**src/rtl/nn_counter_pkg.sv**
```systemverilog
// Shared types and defaults for the MAC step-counter slice.
// Mode encoding matches the controller's mode pin directly.
package nn_counter_pkg;

  typedef enum logic {
    CNT_STICKY = 1'b0,
    CNT_RELOAD = 1'b1
  } cnt_mode_e;

  localparam int DEFAULT_LEN = 9;

endpackage

```
**src/rtl/nn_step_counter_ch.sv**
```systemverilog
// One step-counter channel: count, terminal detect, done flag and reload pending bit.
// Next-state done/pend are exported so the top can form the aggregate on the same edge.
module nn_step_counter_ch
  import nn_counter_pkg::*;
#(
  parameter int CNT_W = 8
) (
  input  logic             i_clk,
  input  logic             i_rst,
  input  logic             i_clr,
  input  logic             i_mode,
  input  logic             i_ack,
  input  logic [CNT_W-1:0] i_len,
  input  logic             i_pend_clr,
  output logic [CNT_W-1:0] o_q,
  output logic             o_done,
  output logic             o_done_nxt,
  output logic             o_pend_set
);

  logic [CNT_W-1:0] r_q;
  logic             r_done;
  logic             r_pend;

  logic             w_reload;
  logic [CNT_W-1:0] w_last;
  logic             w_step;
  logic             w_term;

  assign w_reload = (i_mode == CNT_RELOAD);
  assign w_last   = i_len - CNT_W'(1);

  // A finished sticky channel ignores further strobes until cleared.
  assign w_step = i_ack && !(!w_reload && r_done);
  // >= rather than == so a shrunken length still terminates an advanced counter.
  assign w_term = w_step && (r_q >= w_last);

  assign o_done_nxt = w_reload ? w_term : (r_done | w_term);
  assign o_pend_set = w_reload && (r_pend | w_term);

  always_ff @(negedge i_clk) begin
    if (i_rst || i_clr) begin
      r_q    <= '0;
      r_done <= 1'b0;
      r_pend <= 1'b0;
    end else begin
      if (w_term) begin
        r_q <= '0;
      end else if (w_step) begin
        r_q <= r_q + CNT_W'(1);
      end
      r_done <= o_done_nxt;
      r_pend <= o_pend_set && !i_pend_clr;
    end
  end

  assign o_q    = r_q;
  assign o_done = r_done;

endmodule

```
**src/rtl/nn_mac_step_counter.sv**
```systemverilog
// Multi-channel step counter gating MAC accumulation; shared length register and aggregate ack_mac.
// All state moves on the falling clock edge; outputs are registered one edge after the ack.
module nn_mac_step_counter
  import nn_counter_pkg::*;
#(
  parameter int CNT_W       = 8,
  parameter int N_CH        = 4,
  parameter int DEFAULT_LEN = nn_counter_pkg::DEFAULT_LEN
) (
  input  logic                  i_clk,
  input  logic                  i_rst,
  input  logic                  i_clr,
  input  logic                  i_mode,
  input  logic                  i_len_we,
  input  logic [CNT_W-1:0]      i_len,
  input  logic [N_CH-1:0]       i_ack,
  output logic [N_CH-1:0]       o_done,
  output logic                  o_ack_mac,
  output logic [N_CH*CNT_W-1:0] o_cnt
);

  logic [CNT_W-1:0] r_len;
  logic             r_ack_mac;

  logic [N_CH-1:0]  w_done_nxt;
  logic [N_CH-1:0]  w_pend_set;
  logic             w_all_pend;
  logic             w_ack_mac_nxt;

  // Clear leaves the length alone and also masks a same-edge length write.
  always_ff @(negedge i_clk) begin
    if (i_rst) begin
      r_len <= CNT_W'(DEFAULT_LEN);
    end else if (!i_clr && i_len_we) begin
      r_len <= (i_len == '0) ? CNT_W'(1) : i_len;
    end
  end

  genvar g;
  generate
    for (g = 0; g < N_CH; g++) begin : g_ch
      nn_step_counter_ch #(
        .CNT_W (CNT_W)
      ) u_ch (
        .i_clk      (i_clk),
        .i_rst      (i_rst),
        .i_clr      (i_clr),
        .i_mode     (i_mode),
        .i_ack      (i_ack[g]),
        .i_len      (r_len),
        .i_pend_clr (w_all_pend),
        .o_q        (o_cnt[g*CNT_W +: CNT_W]),
        .o_done     (o_done[g]),
        .o_done_nxt (w_done_nxt[g]),
        .o_pend_set (w_pend_set[g])
      );
    end
  endgenerate

  // Pend bits are only ever set in reload mode, so this is inert in sticky mode.
  assign w_all_pend    = &w_pend_set;
  assign w_ack_mac_nxt = (i_mode == CNT_RELOAD) ? w_all_pend : (&w_done_nxt);

  always_ff @(negedge i_clk) begin
    if (i_rst || i_clr) begin
      r_ack_mac <= 1'b0;
    end else begin
      r_ack_mac <= w_ack_mac_nxt;
    end
  end

  assign o_ack_mac = r_ack_mac;

endmodule

```
**config.mk**
```make
export PLATFORM = sky130hd
export DESIGN_NAME = nn_mac_step_counter
export DESIGN_NICKNAME = d
export VERILOG_FILES = /design/src/rtl/nn_counter_pkg.sv /design/src/rtl/nn_step_counter_ch.sv /design/src/rtl/nn_mac_step_counter.sv
export SDC_FILE = /design/constraint.sdc
export NUM_CORES = 1
export LEC_CHECK = 0
export CORE_AREA = 2 2 82 84
export CTS_CLUSTER_SIZE = 24
export DETAILED_ROUTE_END_ITERATION = 8
export DIE_AREA = 0 0 84 86
export PLACE_DENSITY = 0.67
export SYNTH_ARGS = -nofsm -noshare
export SYNTH_HDL_FRONTEND = slang
export SYNTH_SLANG_ARGS = --single-unit
export TNS_END_PERCENT = 50
```
**constraint.sdc**
```tcl
create_clock -name i_clk -period 4.9 [get_ports i_clk]
set_input_delay 0.98 -clock i_clk [delete_from_list [all_inputs] [get_ports i_clk]]
set_output_delay 0.98 -clock i_clk [all_outputs]
set_load 0.01 [all_outputs]
```
Yosys cells after proc, flatten, opt, wreduce, memory -nomap -nowiden
Cells that the tools add are included.
{ "word_totals": {"reg_bits": 49, "word_cells": 73} }
{ "op_classes": {"order_cmp": 4, "reduce_logical": 36, "n_bitwise": 8, "mux": 6, "n_addsub": 5} }
{ "ops": {"columns": ["cell", "n"], "rows": [
  ["adder 8 x 1 -> 8 bit (second input constant)", 4],
  [">= comparator 8 bit", 4],
  ["logical AND 1 bit", 21],
  ["logical NOT 8 bit", 1],
  ["two-way mux 8 bit", 1],
  ["bitwise OR 1 bit", 8],
  ["AND reduction 4 bit", 2],
  ["OR reduction 2 bit", 4],
  ["subtractor 8 x 1 -> 8 bit (second input constant)", 1],
  ["logical NOT 1 bit", 7],
  ["two-way mux 1 bit", 5],
  ["logical OR 1 bit", 1]
]} }

Logic depth before layout (Yosys ltp)
{ "logic_depth": {"depth_word": 10, "mapped_depth": 13, "depth_no_buf": 12} }

By module
A second synthesis with hierarchy kept.
{ "hier_totals": {"hier_cells": 410, "hier_area_um2": 3552.2} }
{ "by_module_without_submodules": {"columns": ["mod", "area_each_um2", "n_inst", "cells_each"], "rows": [
  ["nn_step_counter_ch", 792.0, 4, 91],
  ["nn_mac_step_counter", 384.1, 1, 46]
]} }

==> summary.txt <==
Critical path
  • Reg-to-reg setup timing slack: 1.63 ns
  • Worst path bufs/invs: 1
  • Startpoint Class: register
  • Worst-path maximum fanout: 6
  • Setup crit end kind: primary output
  • Max stage delay on crit path: 0.58 ns
  • CP required: 3.92 ns
  • Kind of cell adding the most delay to the critical path: buffers and inverters
  • Crit Path Class: register to primary output
  • Critical Path, Cell by Cell: clkdlybuf4s50_1
  • Data arrival, critical path: 3.85 ns
  • Crit path max-delay cell type: clkdlybuf4s50_1

Clock network
  • Clk buf depth: 2
  • CTS root buffer: clkbuf_8
  • Clock-pin slew on the worst setup and hold paths: 0.04 ns
  • CTS buffer count: 5
  • H-tree Lvls: 2
  • Clock Sinks: 49
  • Post-CTS Setup Inserts: 0
  • Worst skew pair latency: 0.38 ns
  • CTS tree: built

GRT
  • Largest net degree at the start of global routing: 16
  • Vias in the first global route: 2741
  • Total GRT Usage: 19.4%
  • Initial antenna violation count: 0
  • First-pass GRT wire length: 11.4 mm
  • Overflow after GRT: 0

Cells and area
  • Util after Layout: 61.4%
  • Post-route insts no fill: 530
  • Share of layout cells above drive strength 1: 9.71%
  • Diodes inserted: 0
  • Syn-to-layout area delta: 37.3%
  • Fin area: 3850 sq um
  • Fin nets: 498

Floorplanning
  • Initial core utilization: 44.7%
  • Die W: 84 um
  • Cell Rows: 29
  • Num ports: 54
  • DIE HEIGHT: 86 um
  • Die area: 7220 sq um
  • Core area: 6280 sq um

Yosys
  • Yosys cell types: 45
  • Mean Syn Cell Area: 8.57 sq um
  • Asr flop ratio synth: 0%
  • Top FF cell, synth: dfxtp_1
  • Synth area leader: dfxtp_1
  • Number of synthesized register bits: 49
  • Mapped Nets: 373
  • Area contributors post-synth: dfxtp_1, ha_1, nor2_1
  • Synthesized cell area: 2800 sq um
  • Post-synth top area share: 35.0%
  • Number of synthesized flops with an enable pin: 0
  • Gate Count Post-Synth: 327
  • YS warnings: 0
  • Sequential fraction of the synthesis area: 35.0%

Timing
  • RSZ-0062 raised after global routing: no
  • Worst-Margin Slew: 1.07 ns
  • Max_slew headroom: 28.5%
  • Max Slew Vio Count: 0
  • Clk_skew: 0.0163 ns
  • Final hold vios: 0
  • Min Hold Slack: 0.474 ns
  • Setup violators final: 0

Run status
  • Run status: complete, no violations

Power and ir drop
  • Net switching power: 0.322 mW
  • Clock Power Share: 42.2%
  • PwrDens: 246 nW/um^2
  • P_leak: 1.69 nW
  • Net Sw Frac: 34.0%
  • Internal: 0.625 mW
  • Maximum vdd drop: 0.130 mV
  • Logic pwr share: 13.7%
  • Sequential power share: 44.1%

Routing
  • Final ANT Viol Nets: 0
  • Total iterations of the first detailed-routing run: 4
  • Vias/cell: 5.07
  • Initial DRC Count: 70
  • Vias: 2686
  • Residual DRC: 0
  • Avg WL per Cell: 12.5 um
  • DRT Wirelength: 6.61 mm

Placement
  • Cell area after placement: 3580 sq um
  • Final HPWL DP: 4.99 mm
  • I/O Buffers: 53
  • RePlAce Congestion: 0.820
  • Inst Count DP: 474

Min path
  • HP Class: register to register

Flow run
  • Max cap viols: 0
-- synthesized netlist by cell type, types with 5 or more instances --
library cell   n
nor2b_1        6
dfxtp_1       49
nand2_1       33
a21o_1         5
inv_1         13
clkbuf_1       5
xor2_1        17
xnor2_1       13
o21ai_0       14
nand4_1       10
ha_1          29
a21oi_1       20
nand3_1       13
nor2_1        43
nand2b_1       5
-- area by class of cell --
cell class,count,area [sq um]
Multi-Input combinational cell,255,1720
Tap cell,77,96.3
Timing Repair Buffer,80,736
Clock inverter,52,204
Inverter,12,45.0
Sequential cell,49,983
Clock buffer,5,68.8
Fill cell,586,2430
-- per-layer routing --
| metal | up-vias | wire length, um | track usage [%] | part of all wire (%) |
|---|---|---|---|---|
| li1 | 1394 | - | - | - |
| met1 | 1226 | 2960 | 21.5 | 45 |
| met2 | 61 | 3300 | 33.3 | 50 |
| met3 | 5 | 282 | 5.29 | 4.3 |
| met4 | 0 | 67 | 11.4 | 1.0 |
| met5 | - | 0 | 0 | 0 |
-- flip-flops by register name, indices dropped and copies added, names as in the netlist --
| signal | flops |
|---|---|
| g_ch.u_ch.o_q | 32 |
| r_len | 8 |
| g_ch.u_ch.o_done | 4 |
| g_ch.u_ch.r_pend | 4 |
| o_ack_mac | 1 |
-- worst paths after layout --
path                        from                  end  depth (start not counted)
max          g_ch[1].u_ch.o_q[2]            o_cnt[10]                          1
min reg2reg  g_ch[0].u_ch.r_pend  g_ch[0].u_ch.r_pend                          2
min          g_ch[0].u_ch.r_pend  g_ch[0].u_ch.r_pend                          2
max reg2reg             r_len[0]            o_ack_mac                         13
-- cells by family after synthesis --
| kind of cell | after synthesis | share of synthesized area (%) |
|---|---|---|
| simple gates | 127 | 21.7 |
| compound gates | 64 | 15.1 |
| flops | 49 | 35.0 |
| xor+xnor | 31 | 9.95 |
| fa+ha+maj | 29 | 12.9 |
| buf+inv | 23 | 3.88 |
| mux | 4 | 1.43 |
-- placed cells by master (no fill, tap or decap), types with 2 or more instances in the layout --
cell	instances
a31oi_1	2
mux2i_1	4
o21ai_0	14
nor2_1	43
nand4_1	10
clkdlybuf4s50_1	52
a21oi_1	20
nand2b_1	5
dfxtp_2	2
nor2b_1	6
buf_4	27
nor3_1	4
a21o_1	5
a22o_1	2
ha_1	29
nand3_1	13
a22oi_1	2
dfxtp_1	47
xnor2_1	13
or2_1	2
inv_1	61
a221oi_1	4
nand2_1	33
and2_1	2
a41o_1	2
xor2_1	17
or3_1	4
clkbuf_8	5
-- power by group through the flow --
stage	clock [mW]	sequential [mW]	combinational, mW
after global placement	0.0621	0.423	0.127
after detailed placement	0.0621	0.423	0.130
after CTS	0.423	0.417	0.131
after floorplan	0.0621	0.423	0.0754
final	0.400	0.417	0.130
after global routing	0.470	0.417	0.146
-- stage by stage --
step                      power, mW  setup WS (ns)  setup TNS, ns
after floorplan               0.561         0.0577              0
after global placement        0.612         -0.251          -6.93
after detailed placement      0.615         -0.299          -8.02
after CTS                     0.971         0.0567              0
after global routing           1.03        0.00214              0
final                         0.947         0.0722              0
-- repair_timing --
| item | in CTS | in global routing |
|---|---|---|
| resized for setup | 0 | 3 |
| setup endpoints to repair | 0 | 17 |
| hold buffers | 0 | 0 |
| endpoints found under the hold margin | 0 | 0 |
Note: power is estimated with default switching activity, not from simulation.
